$ cat src/rtl/i2s_pkg.sv
// Shared definitions for the I2S frame sequencer: FSM encoding, frame timing constants and
// the commit-time saturation helper.
package i2s_pkg;

  typedef enum logic [1:0] {
    IDLE = 2'd0,
    REQ  = 2'd1,
    NEXT = 2'd2,
    DONE = 2'd3
  } state_t;

  localparam int FRAME_LEN = 256;
  localparam int SCLK_DIV  = 4;
  localparam int CNT_W     = $clog2(FRAME_LEN);
  localparam logic [CNT_W-1:0] COMMIT_CNT = CNT_W'(FRAME_LEN - 1);

  // Clamp a sign-extended value into the range of a w-bit two's complement number.
  function automatic logic signed [63:0] saturate(input logic signed [63:0] v, input int w);
    logic signed [63:0] hi;
    logic signed [63:0] lo;
    hi = (64'sd1 <<< (w - 1)) - 64'sd1;
    lo = -hi - 64'sd1;
    if (v > hi)
      return hi;
    else if (v < lo)
      return lo;
    return v;
  endfunction

endpackage

$ cat src/rtl/i2s_clk_div.sv
// Free-running frame counter with registered SCLK/LRCLK taps; sclk/lrclk always equal cnt's bits.
// No backpressure: advances every clock, wraps at FRAME_LEN.
module i2s_clk_div import i2s_pkg::*; (
  input  logic             clk,
  input  logic             res_n,
  output logic [CNT_W-1:0] cnt,
  output logic             sclk,
  output logic             lrclk
);

  localparam int SCLK_BIT = $clog2(SCLK_DIV) - 1;

  logic [CNT_W-1:0] cnt_nxt;

  assign cnt_nxt = cnt + 1'b1;

  always_ff @(posedge clk) begin
    if (!res_n) begin
      cnt   <= '0;
      sclk  <= 1'b0;
      lrclk <= 1'b0;
    end else begin
      cnt   <= cnt_nxt;
      sclk  <= cnt_nxt[SCLK_BIT];
      lrclk <= cnt_nxt[CNT_W-1];
    end
  end

endmodule

$ cat src/rtl/i2s_frame_sequencer.sv
// Polls NUM_SRC sources once per frame, saturating-sums them and commits at cnt==255 (valid from cnt==0).
// Each source gets TIMEOUT cycles of src_rdy; macro UNDERRUN_HOLD_EN replays the last pair on timeout.
module i2s_frame_sequencer import i2s_pkg::*; #(
  parameter int bitNum  = 32,
  parameter int NUM_SRC = 4,
  parameter int TIMEOUT = 16
) (
  input  logic                      MCLK,
  input  logic                      res_n,
  input  logic                      enable,
  input  logic [NUM_SRC-1:0]        src_vld,
  input  logic [NUM_SRC*bitNum-1:0] src_data_l,
  input  logic [NUM_SRC*bitNum-1:0] src_data_r,
  output logic [NUM_SRC-1:0]        src_rdy,
  output logic                      SCLK,
  output logic                      LRCLK,
  output logic [bitNum-1:0]         DATA_L,
  output logic [bitNum-1:0]         DATA_R,
  output logic [NUM_SRC-1:0]        underrun,
  output logic                      frame_tick
);

  localparam int AW = bitNum + 3;
  localparam int IW = (NUM_SRC > 1) ? $clog2(NUM_SRC) : 1;
  localparam int WW = (TIMEOUT > 1) ? $clog2(TIMEOUT + 1) : 1;

  logic [CNT_W-1:0]         cnt;
  state_t                   state;
  logic [IW-1:0]            idx;
  logic [WW-1:0]            wcnt;
  logic signed [AW-1:0]     acc_l;
  logic signed [AW-1:0]     acc_r;
  logic signed [bitNum-1:0] cur_l;
  logic signed [bitNum-1:0] cur_r;
  logic signed [bitNum-1:0] fill_l;
  logic signed [bitNum-1:0] fill_r;
  logic                     xfer;

  i2s_clk_div u_clk_div (
    .clk   (MCLK),
    .res_n (res_n),
    .cnt   (cnt),
    .sclk  (SCLK),
    .lrclk (LRCLK)
  );

  always_comb begin
    cur_l = src_data_l[idx*bitNum +: bitNum];
    cur_r = src_data_r[idx*bitNum +: bitNum];
    xfer  = src_vld[idx] & src_rdy[idx];
  end

`ifdef UNDERRUN_HOLD_EN
  logic signed [bitNum-1:0] hold_l [NUM_SRC];
  logic signed [bitNum-1:0] hold_r [NUM_SRC];

  assign fill_l = hold_l[idx];
  assign fill_r = hold_r[idx];

  always_ff @(posedge MCLK) begin
    if (!res_n) begin
      for (int i = 0; i < NUM_SRC; i++) begin
        hold_l[i] <= '0;
        hold_r[i] <= '0;
      end
    end else if (state == REQ && xfer) begin
      hold_l[idx] <= cur_l;
      hold_r[idx] <= cur_r;
    end
  end
`else
  assign fill_l = '0;
  assign fill_r = '0;
`endif

  always_ff @(posedge MCLK) begin
    if (!res_n) begin
      state    <= IDLE;
      idx      <= '0;
      wcnt     <= '0;
      acc_l    <= '0;
      acc_r    <= '0;
      src_rdy  <= '0;
      underrun <= '0;
    end else begin
      case (state)
        IDLE: begin
          // A disabled frame still clears the accumulators so silence is committed.
          if (cnt == '0) begin
            acc_l <= '0;
            acc_r <= '0;
            if (enable) begin
              state   <= REQ;
              idx     <= '0;
              wcnt    <= '0;
              src_rdy <= NUM_SRC'(1);
            end
          end
        end
        REQ: begin
          if (xfer) begin
            acc_l   <= acc_l + AW'(cur_l);
            acc_r   <= acc_r + AW'(cur_r);
            src_rdy <= '0;
            state   <= NEXT;
          end else if (wcnt == WW'(TIMEOUT - 1)) begin
            underrun[idx] <= 1'b1;
            acc_l         <= acc_l + AW'(fill_l);
            acc_r         <= acc_r + AW'(fill_r);
            src_rdy       <= '0;
            state         <= NEXT;
          end else begin
            wcnt <= wcnt + 1'b1;
          end
        end
        NEXT: begin
          if (idx == IW'(NUM_SRC - 1)) begin
            state <= DONE;
          end else begin
            idx     <= idx + 1'b1;
            wcnt    <= '0;
            src_rdy <= NUM_SRC'(1) << (idx + 1'b1);
            state   <= REQ;
          end
        end
        DONE: begin
          if (cnt == COMMIT_CNT)
            state <= IDLE;
        end
        default: state <= IDLE;
      endcase
    end
  end

  always_ff @(posedge MCLK) begin
    if (!res_n) begin
      DATA_L     <= '0;
      DATA_R     <= '0;
      frame_tick <= 1'b0;
    end else begin
      frame_tick <= (cnt == COMMIT_CNT);
      if (cnt == COMMIT_CNT) begin
        DATA_L <= bitNum'(saturate(64'(acc_l), bitNum));
        DATA_R <= bitNum'(saturate(64'(acc_r), bitNum));
      end
    end
  end

endmodule

$ cat config.mk
export PLATFORM = sky130hd
export DESIGN_NAME = i2s_frame_sequencer
export DESIGN_NICKNAME = d
export VERILOG_FILES = /design/src/rtl/i2s_pkg.sv /design/src/rtl/i2s_clk_div.sv /design/src/rtl/i2s_frame_sequencer.sv
export SDC_FILE = /design/constraint.sdc
export NUM_CORES = 1
export LEC_CHECK = 0
export CELL_PAD_IN_SITES_DETAIL_PLACEMENT = 1
export CELL_PAD_IN_SITES_GLOBAL_PLACEMENT = 2
export CORE_MARGIN = 5
export CORE_UTILIZATION = 28
export CTS_BUF_LIST = sky130_fd_sc_hd__clkbuf_8 sky130_fd_sc_hd__clkbuf_16
export CTS_CLUSTER_DIAMETER = 150
export DETAILED_ROUTE_END_ITERATION = 7
export PLACE_DENSITY_LB_ADDON = 0.12
export SLEW_MARGIN = 30
export SYNTH_ARGS = -nofsm -noshare
export SYNTH_HDL_FRONTEND = slang
export SYNTH_HIERARCHICAL = 1
export SYNTH_SLANG_ARGS = --single-unit
export TNS_END_PERCENT = 20
$ cat constraint.sdc
create_clock -name MCLK -period 5.7 [get_ports MCLK]
set_input_delay 1.14 -clock MCLK [delete_from_list [all_inputs] [get_ports MCLK]]
set_output_delay 1.14 -clock MCLK [all_outputs]
set_load 0.01 [all_outputs]
==> results of run 1 <==
==> kinds of logic after synthesis <==
logic type | synth area share [%]
buffers and inverters | 3.35
and+or+nand+nor | 15.2
xor gates and xnor gates | 5.34
DFF | 29.6
AOI/OAI and AO/OA | 22.9
adders and majority gates | 9.73
muxes | 13.9
==> synthesized netlist by cell type, types with 4 or more instances <==
library cell  instances
dfxtp_1             160
a21oi_1             132
o21ai_0             129
nor2_1              127
nand2_1              88
ha_1                 81
clkbuf_1             66
mux4_2               64
a21o_1               34
xor2_1               34
nand3_1              32
xnor2_1              32
a22oi_1              23
nor2b_1              20
nand4_1              18
inv_1                17
nor3_1               15
a21boi_0             10
o21bai_1             10
a211oi_1              7
a31oi_1               7
and2_1                7
and3_1                7
buf_1                 7
nand2b_1              7
nor3b_1               6
o211ai_1              6
mux2i_1               5
o21a_1                5
o21ai_1               5
or3_1                 4
==> through the flow <==
| step | util (%) | worst slack (ns) | power (mW) | cell area [µm²] | cells |
|---|---|---|---|---|---|
| 2_1_floorplan | - | 1.08 | 2.42 | 10800 | 1231 |
| 3_3_place_gp | 38.3 | 0.743 | 3.00 | 14700 | 2024 |
| 3_5_place_dp | 38.3 | 0.697 | 3.02 | 14700 | 2024 |
| 4_1_cts | 39.8 | 1.17 | 4.24 | 15300 | 2056 |
| 5_1_grt | 39.9 | 0.966 | 4.46 | 15300 | 2057 |
| 6_report | 39.9 | 1.18 | 4.16 | 15300 | 2057 |
==> critical path, stage by stage <==
cell	delay, ns
clkdlybuf4s50_1	0.39
mux4_2	0.51
ha_1	0.23
fa_1	0.45
a211oi_2	0.27
o21ai_1	0.12
a21oi_2	0.23
o21ai_2	0.15
a221o_2	0.42
a311oi_4	0.37
o21ai_2	0.13
nor4b_4	0.23
nand4_1	0.12
o211ai_1	0.12
==> worst paths after layout <==
| kind | start | endpoint | slack [ns] | cells after the start |
|---|---|---|---|---|
| max | src_data_r[96] | acc_r[34]$_SDFFE_PN0P_ | 1.18 | 14 |
| min | acc_r[5]$_SDFFE_PN0P_ | acc_r[5]$_SDFFE_PN0P_ | 0.48 | 2 |
| max reg2reg | idx[0]$_SDFFE_PN0P_ | acc_r[34]$_SDFFE_PN0P_ | 1.38 | 13 |
| min reg2reg | acc_r[5]$_SDFFE_PN0P_ | acc_r[5]$_SDFFE_PN0P_ | 0.48 | 2 |
==> layer usage <==
metal	GRT usage (%)	wire length [µm]	part of all wire (%)
met5	0	0	0
met3	3.58	1870	4.8
met1	22.1	16900	43
met4	4.47	544	1.4
met2	32.4	19700	50
==> flip-flops by register name, summed over array words and instances (netlist names), 4 cells and up <==
register and count:
wcnt 5, acc_l 35, underrun 4, acc_r 35
u_clk_div/cnt 8, DATA_R 32, src_rdy 4, DATA_L 32
==> power by group <==
group	switching, mW	internal (mW)	total, mW	leakage (nW)
clock network	0.532	0.664	1.20	0.292
registers	0.102	1.22	1.32	1.29
logic	0.928	0.720	1.65	4.40
==> cell type report <==
cell class	count	area, µm²	share of cell area, %
clock buffer	18	439	2.86
clock inverter	14	156	1.02
inverter	17	63.8	0.416
multi-input combinational	977	7290	47.5
sequential	160	3210	20.9
tap	518	648	4.22
timing repair buffer	353	3540	23.1
==> flow_summary.json, run 1 <==
{
  "outcome": "complete, no violations",
  "finalCriticalPeriod_ns": 4.52,
  "ctsResizeCount": 0,
  "hold_path.class": "flop to flop",
  "io_buffers": 337,
  "numCtsBuffers": 17,
  "vias_per_cell": 5.09,
  "ir_drop_mv": 0.194,
  "vias": 10472,
  "grt_usage_pct": 18.0,
  "core_area_um2": 38500,
  "synth_cells": 1231,
  "fin_hold_ws_ns": 0.481,
  "synth_edf_count": 0,
  "synth_area_leaders": "dfxtp_1 (30%), mux4_2 (13%), ha_1 (9.4%)",
  "ys_types": 70,
  "pwr_density_cell_nw_per_um2": 271,
  "layout_common_cells": "clkdlybuf4s50_1 (336), dfxtp_1 (158), a21oi_1 (132)",
  "tightest_slew_ns": 0.900,
  "finalMaxSlewViolations": 0,
  "nets": 1872,
  "power_leakage_nw": 5.99,
  "avgSynthCellArea_um2": 8.79,
  "layout_commonest_cell": "clkdlybuf4s50_1",
  "ys.flop_type": "dfxtp_1",
  "clkSinkCount": 160,
  "synth_top_area_share_pct": 29.6,
  "clock_path_buffers": 2,
  "cts-htree-levels": 4,
  "yosysSeqAreaShare_pct": 29.6,
  "syn-cell-area_um2": 10800,
  "synth_fp_nets": 1577,
  "first_iter_violations": 322,
  "critical_path_class": "input pin to flop",
  "num_rows": 72,
  "tns_ns": 0,
  "globalplace.congestion": 0.787,
  "dr.pass1.iters": 4,
  "synth_top_area_cell": "dfxtp_1",
  "clkLatencyLatePin_ns": 0.45,
  "rsz0062_at_grt": "false",
  "cts-root-buf": "clkbuf_16",
  "grt_first_pass_wirelength_um": 61200,
  "grt_overflow": 0,
  "synth_seq_cells": 160,
  "fin_skew_ns": 0.0109,
  "ys_warn_count": 6,
  "cts_tree": "yes",
  "required_ns": 6.07,
  "critPathLaunchType": "input pin",
  "worstPathMaxFanout": 4,
  "die_h_um": 207,
  "setup_viol": 0,
  "max_cap_violations": 0,
  "routed_wl_um": 39000,
  "initial_core_util_pct": 28.1,
  "area_growth_pct": 41.7,
  "post-route-period-util_pct": 79.4,
  "diodes": 0,
  "die_area_um2": 42700,
  "max_freq_ghz": 0.221,
  "async_flop_share_pct": 0,
  "antenna_found_initial": 0,
  "grt_pass1_vias": 11305,
  "clk_pin_slew_worst_paths_ns": 0.07,
  "finalHoldViolCount": 0,
  "cp-end-kind": "flop",
  "hpwl_um": 29400,
  "nFillCells": 4507,
  "drc": 0,
  "arrival_ns": 4.89,
  "ant_nets": 0,
  "wl_per_cell_um": 19.0,
  "grt_max_degree": 98,
  "drive_gt1_share_pct": 9.29,
  "cts_setup_buffers": 0,
  "die_x_um": 207,
  "postCtsHoldBufs": 0,
  "maxSlewHeadroom_pct": 39.8,
  "pin_count": 338
}
Power figures use the tool's default switching activity.
==> inputs of run 2 (changes only) <==
==> constraint.sdc (replaced) <==
create_clock -name MCLK -period 4.3 [get_ports MCLK]
set_input_delay 0.86 -clock MCLK [delete_from_list [all_inputs] [get_ports MCLK]]
set_output_delay 0.86 -clock MCLK [all_outputs]
set_load 0.01 [all_outputs]
==> run 2 against run 1 <==
Net effect:
- worst hold slack got worse by 0.013 ns
- global-route usage increased by 0.34 points
- critical endpoint unchanged
- wire length increased by 3.0%
- worst setup slack got worse by 0.94 ns
==> flow_summary.json, run 2 (same netlist as run 1, synthesis figures left out) <==
{
  "globalplace.congestion": 0.819,
  "tightest_slew_ns": 0.869,
  "cts_setup_buffers": 0,
  "finalHoldViolCount": 0,
  "post-route-period-util_pct": 94.4,
  "stdcell_count": 2094,
  "clock_path_buffers": 2,
  "initial_core_util_pct": 28.1,
  "clkSinkCount": 160,
  "grt_usage_pct": 18.3,
  "worstPathMaxFanout": 4,
  "maxSlewHeadroom_pct": 41.9,
  "cp_slowest_cell": "mux4_2",
  "num_rows": 72,
  "hold_path.class": "flop to flop",
  "grt_overflow": 0,
  "vias": 10715,
  "critPathMostFrequentCell": "o21ai_2",
  "p_sw_mw": 2.05,
  "nFillCells": 4487,
  "numCtsBuffers": 17,
  "arrival_ns": 4.42,
  "fin_skew_ns": 0.00858,
  "finalCriticalPeriod_ns": 4.06,
  "antenna_found_initial": 0,
  "worstHoldStart": "underrun[0]$_SDFFE_PN0P_",
  "core_area_um2": 38500,
  "nets": 1910,
  "pwr-share-comb_pct": 41.3,
  "setup_viol": 0,
  "die_h_um": 207,
  "rr_worst_depth": 13,
  "slowest_delay_ns": 0.50,
  "die_area_um2": 42700,
  "pwr_density_cell_nw_per_um2": 357,
  "layout_common_cells": "clkdlybuf4s50_1 (336), dfxtp_1 (158), a21oi_1 (132)",
  "cts-root-buf": "clkbuf_16",
  "seq_power_share_pct": 31.3,
  "r2r_slack_ns": 0.35,
  "first_iter_violations": 302,
  "io_buffers": 337,
  "met3_usage_pct": 3.41,
  "outcome": "complete, no violations",
  "max_freq_ghz": 0.246,
  "dr.pass1.iters": 4,
  "wl_per_cell_um": 19.2,
  "dp.cells": 2063,
  "grt_first_pass_wirelength_um": 62000,
  "critical_path_class": "input pin to flop",
  "finalMaxSlewViolations": 0,
  "cp-end-kind": "flop",
  "pre_cts_ws_ns": -0.238,
  "cts_tree": "yes",
  "hpwl_um": 31400,
  "ant_nets": 0,
  "diodes": 0,
  "pin_count": 338,
  "grt_max_degree": 70,
  "top_regs": "acc_l: 35 flops, acc_r: 35 flops",
  "grt.busiest_layer": "met2",
  "drc": 0,
  "layout_commonest_cell": "clkdlybuf4s50_1",
  "met1_usage_pct": 22.0,
  "clkLatencyLatePin_ns": 0.44,
  "holdPathStages": 2,
  "ir_drop_mv": 0.265,
  "grt_pass1_vias": 11448,
  "hold_end": "underrun[0]$_SDFFE_PN0P_",
  "required_ns": 4.66,
  "worst_slack_ns": 0.239,
  "power.share.switching_pct": 36.8,
  "routed_wl_um": 40200,
  "rr_endpoint": "acc_r[34]$_SDFFE_PN0P_",
  "tns_ns": 0,
  "p_clk_share_pct": 27.4,
  "max_cap_violations": 0,
  "reg2reg_from": "idx[0]$_SDFFE_PN0P_",
  "power_leakage_nw": 6.16,
  "critPathLaunchType": "input pin",
  "area_growth_pct": 44.1,
  "internal_power_mw": 3.52,
  "crit_chain": "clkdlybuf4s50_1 > mux4_2 > ha_1 > fa_1 > a211oi_2 > o21ai_1 > a21oi_2 > o21ai_2 > a221o_2 > a311oi_4 > o21ai_2 > nor4b_4 > nand4_1 > o211ai_1",
  "postCtsHoldBufs": 0,
  "drive_gt1_share_pct": 11.4,
  "cts-htree-levels": 4,
  "use_met2_pct": 34.1,
  "clk_pin_slew_worst_paths_ns": 0.06,
  "die_x_um": 207,
  "vias_per_cell": 5.12,
  "ctsResizeCount": 0,
  "rsz0062_at_grt": "false"
}
## run 2: stage by stage
| stage | hold WS [ns] | utilization [%] | power (mW) | cell area [µm²] |
|---|---|---|---|---|
| 2_1_floorplan | 0.450 | - | 3.21 | 10800 |
| 3_3_place_gp | 0.453 | 39.0 | 4.08 | 15000 |
| 3_5_place_dp | 0.461 | 39.1 | 4.11 | 15000 |
| 4_1_cts | 0.479 | 40.6 | 5.69 | 15600 |
| 5_1_grt | 0.501 | 40.6 | 5.95 | 15600 |
| 6_report | 0.469 | 40.6 | 5.57 | 15600 |
## run 2: area by class of cell
class                           count  area, µm²  area share, %
Clock inverter                     12        119          0.762
Tap cell                          518        648           4.15
Timing Repair Buffer              391       3810           24.4
Multi-Input combinational cell    977       7290           46.7
Clock buffer                       19        453           2.90
Inverter                           17       63.8          0.409
Sequential cell                   160       3210           20.6
## run 2: how the worst max path moves through the flow
stage	from	end	slack [ns]	depth (start not counted)
global route	src_data_r[32]	acc_r[34]$_SDFFE_PN0P_	0.02	14
detailed placement	src_data_r[64]	acc_r[34]$_SDFFE_PN0P_	-0.24	14
finish	src_data_r[64]	acc_r[34]$_SDFFE_PN0P_	0.24	14
floorplan	idx[0]$_SDFFE_PN0P_	acc_l[24]$_SDFFE_PN0P_	0.04	15
CTS	src_data_r[64]	acc_r[34]$_SDFFE_PN0P_	0.24	14
global placement	src_data_r[64]	acc_r[34]$_SDFFE_PN0P_	-0.18	14
## run 2: power groups by stage
stage | combinational (mW) | sequential (mW) | clock [mW]
floorplan | 1.48 | 1.73 | 0
global placement | 2.30 | 1.77 | 0
detailed placement | 2.33 | 1.78 | 0
CTS | 2.34 | 1.75 | 1.60
global route | 2.55 | 1.76 | 1.63
finish | 2.30 | 1.74 | 1.53
## run 2: worst max-delay path: cells and delay by family
family | cells | cell delay (ns)
buffers and inverters | 1 | 0.40
AND/OR/NAND/NOR | 2 | 0.36
AO/OA/AOI/OAI | 8 | 1.67
multiplexers | 1 | 0.50
adder cells (fa/ha/maj) | 2 | 0.63
## run 2: layer usage
metal,part of all wire (%),wire [µm]
met5,0,0
met3,4.4,1780
met4,0.90,360
met1,43,17200
met2,52,20800
==> inputs of run 3 (changes only) <==
--- a/config.mk
+++ b/config.mk
@@ -5,10 +5,8 @@
 export SDC_FILE = /design/constraint.sdc
 export NUM_CORES = 1
 export LEC_CHECK = 0
-export CELL_PAD_IN_SITES_DETAIL_PLACEMENT = 1
-export CELL_PAD_IN_SITES_GLOBAL_PLACEMENT = 2
 export CORE_MARGIN = 5
-export CORE_UTILIZATION = 28
+export CORE_UTILIZATION = 46
 export CTS_BUF_LIST = sky130_fd_sc_hd__clkbuf_8 sky130_fd_sc_hd__clkbuf_16
 export CTS_CLUSTER_DIAMETER = 150
 export DETAILED_ROUTE_END_ITERATION = 7
==> run 3 against run 2 <==
Net effect:
- worst hold slack better by 0.0075 ns
- largest power group unchanged
- via count is 1.7% lower
- register-to-register slack improved by 0.09 ns
- core utilization grew 25 points
- power is 2.2% lower
- combinational power down 5%
==> flow_summary.json, run 3 (same netlist as run 1, synthesis figures left out) <==
{
  "die_h_um": 163,
  "grt_max_degree": 63,
  "clock_path_buffers": 2,
  "cts_setup_buffers": 0,
  "required_ns": 4.65,
  "first_iter_violations": 390,
  "cp_slowest_cell": "mux4_2",
  "antenna_found_initial": 0,
  "critPathLaunchType": "input pin",
  "finalHoldViolCount": 0,
  "routed_wl_um": 32400,
  "clkLatencyLatePin_ns": 0.43,
  "setup_viol": 0,
  "maxSlewHeadroom_pct": 44.6,
  "rsz0062_at_grt": "false",
  "clkSinkCount": 160,
  "pwr_density_cell_nw_per_um2": 358,
  "pin_count": 338,
  "die_x_um": 163,
  "vias_per_cell": 5.60,
  "nFillCells": 1976,
  "grt_overflow": 0,
  "cp-end-kind": "flop",
  "area_growth_pct": 40.6,
  "stdcell_count": 1881,
  "crit_chain": "clkdlybuf4s50_1 > mux4_2 > ha_1 > fa_1 > a211oi_2 > o21ai_1 > a21oi_2 > o21ai_2 > a221o_2 > a311oi_4 > o21ai_2 > nor4b_4 > nand4_1 > o211ai_1",
  "fin_skew_ns": 0.0153,
  "finalCriticalPeriod_ns": 4.11,
  "cts-root-buf": "clkbuf_16",
  "dp.cells": 1850,
  "globalplace.congestion": 0.906,
  "worst_slack_ns": 0.193,
  "nets": 1896,
  "numCtsBuffers": 17,
  "cts-htree-levels": 4,
  "power_leakage_nw": 6.08,
  "postCtsHoldBufs": 0,
  "finalMaxSlewViolations": 0,
  "clk_pin_slew_worst_paths_ns": 0.07,
  "layout_commonest_cell": "clkdlybuf4s50_1",
  "worst-path-buf-inv": 1,
  "pwr-share-comb_pct": 40.0,
  "initial_core_util_pct": 46.4,
  "tightest_slew_ns": 0.831,
  "arrival_ns": 4.46,
  "p_clk_share_pct": 28.2,
  "drc": 0,
  "slowest_delay_ns": 0.51,
  "core_area_um2": 23300,
  "io_buffers": 337,
  "critical_path_class": "input pin to flop",
  "hpwl_um": 24800,
  "fin_util_pct": 65.2,
  "die_area_um2": 26700,
  "internal_power_mw": 3.47,
  "ctsResizeCount": 0,
  "ir_drop_mv": 0.241,
  "hold_path.class": "flop to flop",
  "diodes": 0,
  "worstPathMaxFanout": 3,
  "grt_usage_pct": 23.7,
  "grt_first_pass_wirelength_um": 51600,
  "p_sw_mw": 1.98,
  "path_delay_family": "compound AO/OA/AOI/OAI gates",
  "num_rows": 56,
  "outcome": "complete, no violations",
  "max_cap_violations": 0,
  "wl_per_cell_um": 17.2,
  "pre_cts_ws_ns": -0.322,
  "power.share.switching_pct": 36.4,
  "ant_nets": 0,
  "tns_ns": 0,
  "post-route-period-util_pct": 95.5,
  "grt_pass1_vias": 10569,
  "seq_power_share_pct": 31.9,
  "critPathMostFrequentCell": "o21ai_2",
  "vias": 10528,
  "max_freq_ghz": 0.243,
  "layout_common_cells": "clkdlybuf4s50_1 (336), dfxtp_1 (158), a21oi_1 (131)",
  "drive_gt1_share_pct": 10.8,
  "top_regs": "acc_l: 35 flops, acc_r: 35 flops",
  "cts_tree": "yes",
  "dr.pass1.iters": 7,
  "p_total_mw": 5.45
}
run 3: cell types whose count changed in the layout (fill, tap and decap cells not counted), moves of 2 or more:
| cell | change |
|---|---|
| clkinv_4 | +2 |
| inv_6 | +4 |
| buf_8 | -2 |
| clkbuf_8 | -2 |
| clkinv_2 | -3 |
| buf_4 | -11 |
run 3: path summary, 6_finish.rpt:
path	startpoint	cells after the start	endpoint	slack, ns
setup reg to reg	idx[0]$_SDFFE_PN0P_	13	acc_r[34]$_SDFFE_PN0P_	0.44
hold / removal	src_rdy[1]$_SDFFE_PN0P_	2	src_rdy[1]$_SDFFE_PN0P_	0.48
setup / recovery	src_data_r[96]	14	acc_r[34]$_SDFFE_PN0P_	0.19
hold reg to reg	src_rdy[1]$_SDFFE_PN0P_	2	src_rdy[1]$_SDFFE_PN0P_	0.48
run 3: per-stage QoR:
stage,cell area [µm²],hold WS (ns)
global route,15200,0.493
detailed placement,14600,0.461
floorplan,10800,0.450
CTS,15200,0.476
global placement,14600,0.450
finish,15200,0.476
run 3: worst register-to-register path: stages (launching register included):
cell	delay, ns
dfxtp_4	0.56
mux4_2	0.58
ha_1	0.23
fa_1	0.44
a211oi_2	0.24
o21ai_1	0.12
a21oi_2	0.20
o21ai_2	0.10
a221o_2	0.39
a311oi_4	0.35
o21ai_2	0.12
nor4b_4	0.23
nand4_1	0.12
o211ai_1	0.12
run 3: layout make-up:
type | instances | area, µm² | share of cell area [%]
Multi-Input combinational cell | 977 | 7290 | 47.9
Timing Repair Buffer | 377 | 3680 | 24.2
Sequential cell | 160 | 3210 | 21.1
Clock buffer | 17 | 425 | 2.79
Tap cell | 319 | 399 | 2.62
Clock inverter | 14 | 156 | 1.03
Inverter | 17 | 63.8 | 0.419
run 3: power by group through the flow:
stage	Clock, mW	Sequential (mW)	Combinational [mW]
2_1_floorplan	0	1.73	1.48
3_3_place_gp	0	1.77	2.13
3_5_place_dp	0	1.77	2.17
4_1_cts	1.56	1.74	2.18
5_1_grt	1.63	1.76	2.39
6_report	1.54	1.74	2.18
run 3: per-layer routing:
layer / share of wire [%] / GRT usage [%] / wire (µm) / up-vias
met1: 40 / 27.2 / 13100 / 5003
li1: - / - / - / 5176
met5: 0 / 0 / 0 / -
met3: 5.8 / 3.81 / 1870 / 47
met4: 2.1 / 7.93 / 682 / 0
met2: 52 / 44.5 / 16800 / 302
